===== src/rtl/fb_pkg.sv =====
// fb_pkg: types and constants shared by the framebuffer scan-out path and
// the upstream framebuffer writer.
//   FB_ADDR_W / FB_DATA_W / FB_DEPTH : framebuffer geometry (4096 x 8)
//   fb_pix_t                         : one streamed byte plus its markers
//   fb_scan_state_e                  : scan-out sequencer states
//   fb_cnt_w()                       : counter width for a 0..n-1 range
package fb_pkg;

  localparam int FB_ADDR_W = 12;
  localparam int FB_DATA_W = 8;
  localparam int FB_DEPTH  = 4096;

  typedef struct packed {
    logic [FB_DATA_W-1:0] data;
    logic [1:0]           chan;
    logic                 sof;
    logic                 sol;
  } fb_pix_t;

  typedef enum logic [1:0] {
    ST_IDLE  = 2'd0,
    ST_ISSUE = 2'd1,
    ST_DRAIN = 2'd2
  } fb_scan_state_e;

  function automatic int fb_cnt_w(input int n);
    return (n > 1) ? $clog2(n) : 1;
  endfunction

endpackage


===== src/rtl/fb_skid_fifo.sv =====
// fb_skid_fifo: 2-entry valid/ready FIFO of fb_pix_t.
//   clk, rst_n : clock, asynchronous active-low reset
//   i_push     : write i_din (caller guarantees space)
//   i_din      : entry to write
//   i_pop      : consume head entry (ignored when empty)
//   o_dout     : head entry
//   o_valid    : FIFO not empty
//   o_count    : occupancy 0..2
module fb_skid_fifo
  import fb_pkg::*;
(
  input  logic       clk,
  input  logic       rst_n,
  input  logic       i_push,
  input  fb_pix_t    i_din,
  input  logic       i_pop,
  output fb_pix_t    o_dout,
  output logic       o_valid,
  output logic [1:0] o_count
);

  fb_pix_t    r_mem [2];
  logic       r_wr_ptr;
  logic       r_rd_ptr;
  logic [1:0] r_count;
  logic       w_pop;

  assign w_pop = i_pop && (r_count != 2'd0);

  always_ff @(posedge clk or negedge rst_n) begin
    if (!rst_n) begin
      r_mem    <= '{default: '0};
      r_wr_ptr <= 1'b0;
      r_rd_ptr <= 1'b0;
      r_count  <= 2'd0;
    end else begin
      if (i_push) begin
        r_mem[r_wr_ptr] <= i_din;
        r_wr_ptr        <= ~r_wr_ptr;
      end
      if (w_pop) begin
        r_rd_ptr <= ~r_rd_ptr;
      end
      case ({i_push, w_pop})
        2'b10:   r_count <= r_count + 2'd1;
        2'b01:   r_count <= r_count - 2'd1;
        default: r_count <= r_count;
      endcase
    end
  end

  assign o_dout  = r_mem[r_rd_ptr];
  assign o_valid = (r_count != 2'd0);
  assign o_count = r_count;

endmodule


===== src/rtl/fb_scanout.sv =====
// fb_scanout: reads a COLS x ROWS x CHANS frame from the framebuffer read
// port in raster order and streams it out as a valid/ready byte stream.
//   clkb       : clock (shared with framebuffer port B)
//   reset      : asynchronous active-low reset
//   start      : frame request, honoured only while busy=0
//   busy       : frame scan in progress
//   frame_done : one-cycle pulse after the final byte is accepted
//   addrb      : framebuffer read address (registered)
//   doutb      : framebuffer read data, one cycle after addrb is sampled
//   pix_*      : output stream (data, channel, start-of-frame/line, valid)
//   pix_ready  : consumer handshake
module fb_scanout
  import fb_pkg::*;
#(
  parameter int COLS      = 32,
  parameter int ROWS      = 32,
  parameter int CHANS     = 3,
  parameter int BASE_ADDR = 0
) (
  input  logic                 clkb,
  input  logic                 reset,
  input  logic                 start,
  output logic                 busy,
  output logic                 frame_done,
  output logic [FB_ADDR_W-1:0] addrb,
  input  logic [FB_DATA_W-1:0] doutb,
  output logic [FB_DATA_W-1:0] pix_data,
  output logic [1:0]           pix_chan,
  output logic                 pix_sof,
  output logic                 pix_sol,
  output logic                 pix_valid,
  input  logic                 pix_ready
);

  localparam int NBYTES = COLS * ROWS * CHANS;
  localparam int COL_W  = fb_cnt_w(COLS);
  localparam int ROW_W  = fb_cnt_w(ROWS);
  localparam logic [FB_ADDR_W-1:0] BASE = FB_ADDR_W'(BASE_ADDR);

  if (BASE_ADDR + NBYTES > FB_DEPTH) begin : g_bad_range
    $error("fb_scanout: BASE_ADDR + COLS*ROWS*CHANS exceeds framebuffer depth");
  end
  if (CHANS < 1 || CHANS > 4) begin : g_bad_chans
    $error("fb_scanout: CHANS must be 1..4");
  end

  fb_scan_state_e       r_state;
  logic [FB_ADDR_W-1:0] r_addr;
  logic [1:0]           r_chan;
  logic [COL_W-1:0]     r_col;
  logic [ROW_W-1:0]     r_row;
  logic                 r_busy;
  logic                 r_frame_done;
  // Read in flight through the framebuffer's registered output
  logic                 r_rd_vld;
  logic [1:0]           r_rd_chan;
  logic                 r_rd_sof;
  logic                 r_rd_sol;

  fb_pix_t              w_push_pix;
  fb_pix_t              w_head;
  logic                 w_fifo_valid;
  logic [1:0]           w_fifo_count;
  logic                 w_pop;
  logic [2:0]           w_pending;
  logic                 w_issue;
  logic                 w_chan_last;
  logic                 w_col_last;
  logic                 w_row_last;
  logic                 w_last;
  logic                 w_is_sol;
  logic                 w_is_sof;
  logic                 w_drain_done;

  assign w_pop = w_fifo_valid && pix_ready;

  // Bytes held or owed after this cycle: FIFO plus in-flight, minus the one
  // leaving now. Keeping this below 2 before issuing means a read can never
  // land on a full FIFO, whatever pix_ready does.
  assign w_pending = {1'b0, w_fifo_count} + {2'b00, r_rd_vld} - {2'b00, w_pop};
  assign w_issue   = (r_state == ST_ISSUE) && (w_pending < 3'd2);

  assign w_chan_last = (r_chan == 2'(CHANS - 1));
  assign w_col_last  = (r_col == COL_W'(COLS - 1));
  assign w_row_last  = (r_row == ROW_W'(ROWS - 1));
  assign w_last      = w_chan_last && w_col_last && w_row_last;
  assign w_is_sol    = (r_col == '0) && (r_chan == 2'd0);
  assign w_is_sof    = w_is_sol && (r_row == '0);

  // No reads are issued in DRAIN, so the final byte is the one popped while
  // it is the only byte left in the FIFO and nothing is in flight.
  assign w_drain_done = (r_state == ST_DRAIN) && w_pop &&
                        (w_fifo_count == 2'd1) && !r_rd_vld;

  assign w_push_pix = '{data: doutb, chan: r_rd_chan, sof: r_rd_sof, sol: r_rd_sol};

  always_ff @(posedge clkb or negedge reset) begin
    if (!reset) begin
      r_state      <= ST_IDLE;
      r_addr       <= BASE;
      r_chan       <= '0;
      r_col        <= '0;
      r_row        <= '0;
      r_busy       <= 1'b0;
      r_frame_done <= 1'b0;
      r_rd_vld     <= 1'b0;
      r_rd_chan    <= '0;
      r_rd_sof     <= 1'b0;
      r_rd_sol     <= 1'b0;
    end else begin
      r_frame_done <= 1'b0;
      r_rd_vld     <= w_issue;
      if (w_issue) begin
        r_rd_chan <= r_chan;
        r_rd_sof  <= w_is_sof;
        r_rd_sol  <= w_is_sol;
      end

      unique case (r_state)
        ST_IDLE: begin
          if (start) begin
            r_state <= ST_ISSUE;
            r_busy  <= 1'b1;
            r_addr  <= BASE;
            r_chan  <= '0;
            r_col   <= '0;
            r_row   <= '0;
          end
        end

        ST_ISSUE: begin
          if (w_issue) begin
            if (w_last) begin
              // addrb keeps the last issued address until the next start
              r_state <= ST_DRAIN;
            end else begin
              r_addr <= r_addr + 1'b1;
              if (w_chan_last) begin
                r_chan <= '0;
                if (w_col_last) begin
                  r_col <= '0;
                  r_row <= r_row + 1'b1;
                end else begin
                  r_col <= r_col + 1'b1;
                end
              end else begin
                r_chan <= r_chan + 1'b1;
              end
            end
          end
        end

        ST_DRAIN: begin
          if (w_drain_done) begin
            r_state      <= ST_IDLE;
            r_busy       <= 1'b0;
            r_frame_done <= 1'b1;
          end
        end

        default: r_state <= ST_IDLE;
      endcase
    end
  end

  fb_skid_fifo u_fifo (
    .clk     (clkb),
    .rst_n   (reset),
    .i_push  (r_rd_vld),
    .i_din   (w_push_pix),
    .i_pop   (w_pop),
    .o_dout  (w_head),
    .o_valid (w_fifo_valid),
    .o_count (w_fifo_count)
  );

  assign busy       = r_busy;
  assign frame_done = r_frame_done;
  assign addrb      = r_addr;
  assign pix_valid  = w_fifo_valid;
  assign pix_data   = w_head.data;
  assign pix_chan   = w_head.chan;
  assign pix_sof    = w_head.sof;
  assign pix_sol    = w_head.sol;

endmodule


===== config.mk =====
export PLATFORM = sky130hd
export DESIGN_NAME = fb_scanout
export DESIGN_NICKNAME = d
export VERILOG_FILES = /design/src/rtl/fb_pkg.sv /design/src/rtl/fb_skid_fifo.sv /design/src/rtl/fb_scanout.sv
export SDC_FILE = /design/constraint.sdc
export NUM_CORES = 1
export LEC_CHECK = 0
export ABC_AREA = 1
export CAP_MARGIN = 20
export CORE_MARGIN = 1.5
export CORE_UTILIZATION = 60
export DETAILED_ROUTE_END_ITERATION = 8
export GPL_TIMING_DRIVEN = 0
export HOLD_SLACK_MARGIN = 0.02
export PLACE_DENSITY = 0.95
export SLEW_MARGIN = 10
export SYNTH_ARGS = -nofsm -noshare
export SYNTH_HDL_FRONTEND = slang
export SYNTH_SLANG_ARGS = --single-unit
export TNS_END_PERCENT = 10

===== constraint.sdc =====
create_clock -name clkb -period 3.6 [get_ports clkb]
set_input_delay 0.72 -clock clkb [delete_from_list [all_inputs] [get_ports clkb]]
set_output_delay 0.72 -clock clkb [all_outputs]
set_load 0.02 [all_outputs]

==> metrics.yaml, run 1 <==
syn2layout_area_growth_pct: 21.7
rows: 26
cp.depth: 14
antenna_found_initial: 0
viasPerCell: 5.28
leakagePower_nw: 1.92
powerDensity_mw_per_mm2: 849
drc: 0
core_sq_mm: 0.00511
cts_buffers: 9
io_buffer_count: 38
path_clk_slew_ns: 0.06
setup_viol: 0
worstMarginPinSlew_ns: 0.752
grtUsageTotal: 0.272
relSlewSlack: 0.499
cp-startpoint: "pix_ready"
cts_tree: "yes"
cpPeakStageDelay_ns: 0.43
start_util: 0.621
path_delay_family: "simple AND/OR/NAND/NOR gates"
syn_inst: 400
worstPathCellList: "clkdlybuf4s50_1 > nand2_1 > inv_1 > ha_1 > nor2_1 > fa_1 > inv_1 > nand3_2 > nand2_2 > nand2_4 > nor2_8 > nand2_1 > nand2_1 > nand2_1"
fmax_ghz: 0.350
wl_per_cell_um: 13.3
r2r_start: "u_fifo.o_count[0]$_DFFE_PN0P_"
use_met1: 0.313
seq_area_sq_mm: 0.00153
yosys_warnings: 0
met2_usage: 0.472
grt_max_degree: 62
pre_cts_slack_ns: 0.424
root_buffer: "clkbuf_8"
critPathKind: "in -> reg"
use_met3: 0.0476
crit_path_start_kind: "input port"
worstPathArrival_ns: 3.09
ys_seq_area_frac: 0.481
h-tree-depth: 3
drive_gt1_frac: 0.0859
crit_required_ns: 3.83
skew_ns: 0.0129
grt.overflow.total: 0
clockBufferDepth: 2
crit_top_cell: "nand2_1"
firstDrtPassIters: 4
synth_area_sq_mm: 0.00317
grt_pass1_wl_um: 11500
postSynth.asyncResetShare: 1.00
gp_congestion: 0.844
r2r_setup_slack_ns: 0.85
antenna_left: 0
clock_latency_ns: 0.35
hpwl_um: 4720
totalPowerFinal_mw: 3.28
hold_viol: 0
yosys_register_bits: 61
status: "finished, final reports clean"
crit-reg2reg-capture: "r_row[4]$_DFFE_PN0P_"
via_count: 2765
dieArea_sq_mm: 0.00573
syn_nets: 424
worstPathMaxFanout: 9
diodes: 0
die_h_um: 75.7
end_kind: "flip-flop"
synth_cell_types: 34
fin_crit_sh: 0.794
multiInputGateArea_sq_mm: 0.00141
grt-busiest-layer: "met2"
synth_ff_type: "dfrtp_1"
dieWidth_um: 75.7
worst_ir_drop_vdd_mv: 0.371
crit_path_end: "r_row[4]$_DFFE_PN0P_"
fin_ws_ns: 0.742
drv_slew: 0
hold_class: "in -> async"
drt_wl_total_um: 6980
first_iter_violations: 229
nNetsFinal: 473
cts_sinks: 61
reg2reg_depth: 16
nFillCells: 372
grt_pass1_vias: 2647
post_cts_buffers: 0
ios: 39
cts_hold_buf: 0
rsz0062_at_grt: "no"
layout_min_cycle_time_ns: 2.86
cp.buffers_inverters: 3
cts_resized: 0
synth-edff-count: 0
maxCapViolations: 0
finish.instance_area_sq_mm: 0.00386
placed_area_sq_mm: 0.00364
syn_area_per_cell_sq_um: 7.93
crit_slowest_cell: "fa_1"
[power breakdown]
part | internal, mW | switching, mW | total (mW)
combinational | 0.586 | 0.936 | 1.52
clock | 0.407 | 0.273 | 0.680
sequential | 0.921 | 0.154 | 1.08
[routing by layer]
| metal | part of all wire | up-vias |
|---|---|---|
| met5 | 0 | - |
| met4 | 0.033 | 0 |
| met3 | 0.045 | 24 |
| met2 | 0.51 | 97 |
| met1 | 0.42 | 1295 |
| li1 | - | 1349 |
[worst min path at each step]
stage	to	slack, ns	cells after the start
5_1_grt	u_fifo.r_mem[7]$_DFFE_PN0P_	0.51	1
6_report	u_fifo.r_mem[7]$_DFFE_PN0P_	0.45	1
3_3_place_gp	u_fifo.r_mem[15]$_DFFE_PN0P_	0.47	2
4_1_cts	u_fifo.r_mem[4]$_DFFE_PN0P_	0.47	1
3_5_place_dp	u_fifo.r_mem[6]$_DFFE_PN0P_	0.47	2
2_1_floorplan	addrb[0]$_DFFE_PN0P_	0.42	0
[state kept, by name, summed over array words and instances (netlist names)]
name             cells
u_fifo.r_rd_ptr      1
r_rd_vld             1
frame_done           1
r_rd_chan            2
r_state              2
r_rd_sol             1
u_fifo.o_count       2
u_fifo.r_mem        24
u_fifo.r_wr_ptr      1
r_row                5
r_col                5
addrb               12
busy                 1
r_rd_sof             1
r_chan               2
[through the flow]
step | hold slack [ns] | utilization | TNS, ns | instances
2_1_floorplan | 0.424 | - | 0 | 400
3_3_place_gp | 0.466 | 0.712 | -0.504 | 508
3_5_place_dp | 0.474 | 0.712 | 0 | 508
4_1_cts | 0.471 | 0.756 | 0 | 524
5_1_grt | 0.508 | 0.756 | 0 | 524
6_report | 0.446 | 0.756 | 0 | 524
[worst reg2reg max path, delay by kind of cell, from the launching register on]
kind          cells  cell delay (ns)
fa+ha+maj         3             0.83
flops             1             0.42
buf+inv           4             0.28
simple gates      9             1.12
[area by class of cell]
cell class / count / share of cell area
Clock buffer: 10 / 0.0357
Tap cell: 70 / 0.0227
Inverter: 45 / 0.0441
Buffer: 11 / 0.0156
Sequential cell: 61 / 0.395
Multi-Input combinational cell: 283 / 0.366
Timing Repair Buffer: 38 / 0.0979
Clock inverter: 6 / 0.0224
[synthesized netlist by cell type (3+ instances only)]
cell | instances | area, sq um
clkbuf_1 | 5 | 18.8
dfrtp_1 | 61 | 1530
ha_1 | 11 | 138
inv_1 | 40 | 150
inv_2 | 4 | 15.0
nand2_1 | 146 | 548
nand2_2 | 4 | 25.0
nand3_1 | 22 | 110
nand3b_1 | 4 | 30.0
nand4_1 | 3 | 18.8
nor2_1 | 28 | 105
nor3_1 | 4 | 20.0
o21ai_0 | 37 | 185
xnor2_1 | 4 | 35.0
xor2_1 | 6 | 52.6
[placed cells by master (no fill, tap or decap), types with 5 or more instances in the layout]
cell and instances:
nand2_1 146, inv_1 40, clkdlybuf4s50_1 37, dfrtp_1 61, nand3_1 22, o21ai_0 37
xor2_1 6, clkbuf_1 5, clkbuf_8 10, ha_1 11, nor2_1 28
[cells by family after synthesis]
group / synth area share
XOR/XNOR: 0.0276
buffers and inverters: 0.0726
AO/OA/AOI/OAI: 0.0667
AND/OR/NAND/NOR: 0.302
adder cells (fa/ha/maj): 0.0497
flip-flops: 0.481
(Power assumes the default switching activity.)
==> inputs of run 2 (changes only) <==
--- a/config.mk
+++ b/config.mk
@@ -8,11 +8,11 @@
 export ABC_AREA = 1
 export CAP_MARGIN = 20
 export CORE_MARGIN = 1.5
-export CORE_UTILIZATION = 60
+export CORE_UTILIZATION = 55
 export DETAILED_ROUTE_END_ITERATION = 8
 export GPL_TIMING_DRIVEN = 0
 export HOLD_SLACK_MARGIN = 0.02
-export PLACE_DENSITY = 0.95
+export PLACE_DENSITY = 0.9
 export SLEW_MARGIN = 10
 export SYNTH_ARGS = -nofsm -noshare
 export SYNTH_HDL_FRONTEND = slang
==> constraint.sdc (replaced) <==
create_clock -name clkb -period 2.86 [get_ports clkb]
set_input_delay 0.572 -clock clkb [delete_from_list [all_inputs] [get_ports clkb]]
set_output_delay 0.572 -clock clkb [all_outputs]
set_load 0.02 [all_outputs]
==> run 2 against run 1 <==
Against the previous run: worst setup slack got worse by 0.54 ns; clock-buffer cell count is 1 lower; clock skew down 0.0025 ns; worst hold slack lost 0.16 ns; non-clock buffer count is the same; cell count grew 0.38%; critical endpoint is now addrb[0]$_DFFE_PN0P_.
==> metrics.yaml, run 2 (synthesis gave the netlist of run 1 again) <==
post-route-util: 0.690
skew_ns: 0.0105
dieArea_sq_mm: 0.00623
worstPathCellList: "inv_2 > ha_1 > inv_1 > nand2_2 > inv_1 > ha_1 > nor2_1 > fa_1 > inv_1 > nand3_2 > nand2_4 > nand4_4 > buf_4 > nand2_1 > o21ai_0"
start_util: 0.572
root_buffer: "clkbuf_8"
grt.overflow.total: 0
layout_min_cycle_time_ns: 2.66
die_h_um: 78.9
fin_crit_sh: 0.930
maxCapViolations: 0
viasPerCell: 5.19
crit_required_ns: 3.09
worst_ir_drop_vdd_mv: 0.581
crit_top_cell: "inv_1"
grtUsageTotal: 0.226
critPathKind: "reg -> reg"
hold_class: "in -> async"
crit_slowest_cell: "fa_1"
cts_resized: 0
gp_congestion: 0.810
via_count: 2729
r2r_setup_slack_ns: 0.20
mostFrequentLayoutCell: "nand2_1"
cts_sinks: 61
worstPathArrival_ns: 2.88
post_cts_buffers: 0
drv_slew: 0
drt_wl_total_um: 6650
crit_path_start_kind: "flip-flop"
cts_hold_buf: 0
path_clk_slew_ns: 0.07
dp_cells: 510
cts_buffers: 9
hpwl_um: 4430
largest_reg_flops: 24
rows: 27
powerDensity_mw_per_mm2: 1040
clock_latency_ns: 0.35
antenna_left: 0
regMostFlops: "u_fifo.r_mem"
grt_pass1_vias: 2466
final_cell_mix: "nand2_1, dfrtp_1, inv_1, o21ai_0, clkdlybuf4s50_1"
relSlewSlack: 0.493
core_sq_mm: 0.00554
end_kind: "flip-flop"
diodes: 0
fin_cells: 526
cts_tree: "yes"
first_iter_violations: 200
cpPeakStageDelay_ns: 0.43
firstDrtPassIters: 4
fmax_ghz: 0.376
syn2layout_area_growth_pct: 20.6
setup_viol: 0
hold_viol: 0
drc: 0
antenna_found_initial: 0
wl_per_cell_um: 12.7
worstMarginPinSlew_ns: 0.760
worstPathMaxFanout: 10
h-tree-depth: 3
clockBufferDepth: 2
nNetsFinal: 473
leakagePower_nw: 1.90
grt_max_degree: 62
grt_pass1_wl_um: 10900
io_buffer_count: 38
ios: 39
dieWidth_um: 78.9
drive_gt1_frac: 0.0903
status: "finished, final reports clean"
[run 2: final cells by class]
| cell class | instances | area [sq um] |
|---|---|---|
| plain buffers | 11 | 60.1 |
| inverters | 45 | 170 |
| flip-flops and latches | 61 | 1530 |
| well taps | 72 | 90.1 |
| fillers | 441 | 1720 |
| clock buffers | 9 | 124 |
| repair buffers | 38 | 378 |
| multi-input cells | 283 | 1420 |
| clock inverters | 7 | 50.0 |
[run 2: final timing paths]
| path | from | to | cells after the start |
|---|---|---|---|
| min in group clkb | u_fifo.r_mem[19]$_DFFE_PN0P_ | u_fifo.r_mem[19]$_DFFE_PN0P_ | 2 |
| max in group asynchronous | reset | r_col[2]$_DFFE_PN0P_ | 1 |
| worst max-delay path | u_fifo.o_count[1]$_DFFE_PN0P_ | addrb[0]$_DFFE_PN0P_ | 15 |
| worst min register to register | u_fifo.r_mem[19]$_DFFE_PN0P_ | u_fifo.r_mem[19]$_DFFE_PN0P_ | 2 |
| worst min-delay path | reset | u_fifo.r_rd_ptr$_DFFE_PN0P_ | 1 |
| worst max register to register | u_fifo.o_count[1]$_DFFE_PN0P_ | addrb[0]$_DFFE_PN0P_ | 15 |
[run 2: critical path: cells and delay by family (launching register included)]
kind                     cells  cell delay (ns)
AO/OA/AOI/OAI                1             0.08
adder cells (fa/ha/maj)      3             0.83
buffers and inverters        5             0.52
flip-flops                   1             0.41
AND/OR/NAND/NOR              6             0.69
[run 2: per-layer routing]
metal	track usage	up-vias	routed length, um
met5	0	-	0
met4	0.0947	0	101
met3	0.0483	12	386
met2	0.392	84	3320
met1	0.274	1279	2850
li1	-	1354	-
[run 2: where the power goes]
group	total, mW	switching [mW]	internal [mW]
Sequential	1.35	0.195	1.16
Combinational	1.92	1.18	0.745
Clock	0.684	0.370	0.315
[run 2: through the flow]
| stage | total power, mW | setup WS (ns) | hold WS (ns) | setup TNS [ns] | area (sq um) |
|---|---|---|---|---|---|
| after detailed placement | 3.26 | -0.184 | 0.473 | -2.80 | 3640 |
| after floorplan | 2.62 | 0.316 | 0.276 | 0 | 3170 |
| final | 3.96 | 0.201 | 0.286 | 0 | 3820 |
| after global placement | 3.17 | -0.641 | 0.466 | -40.37 | 3640 |
| after global routing | 4.26 | -0.00161 | 0.361 | -0.00161 | 3820 |
| after CTS | 3.96 | 0.0790 | 0.317 | 0 | 3810 |
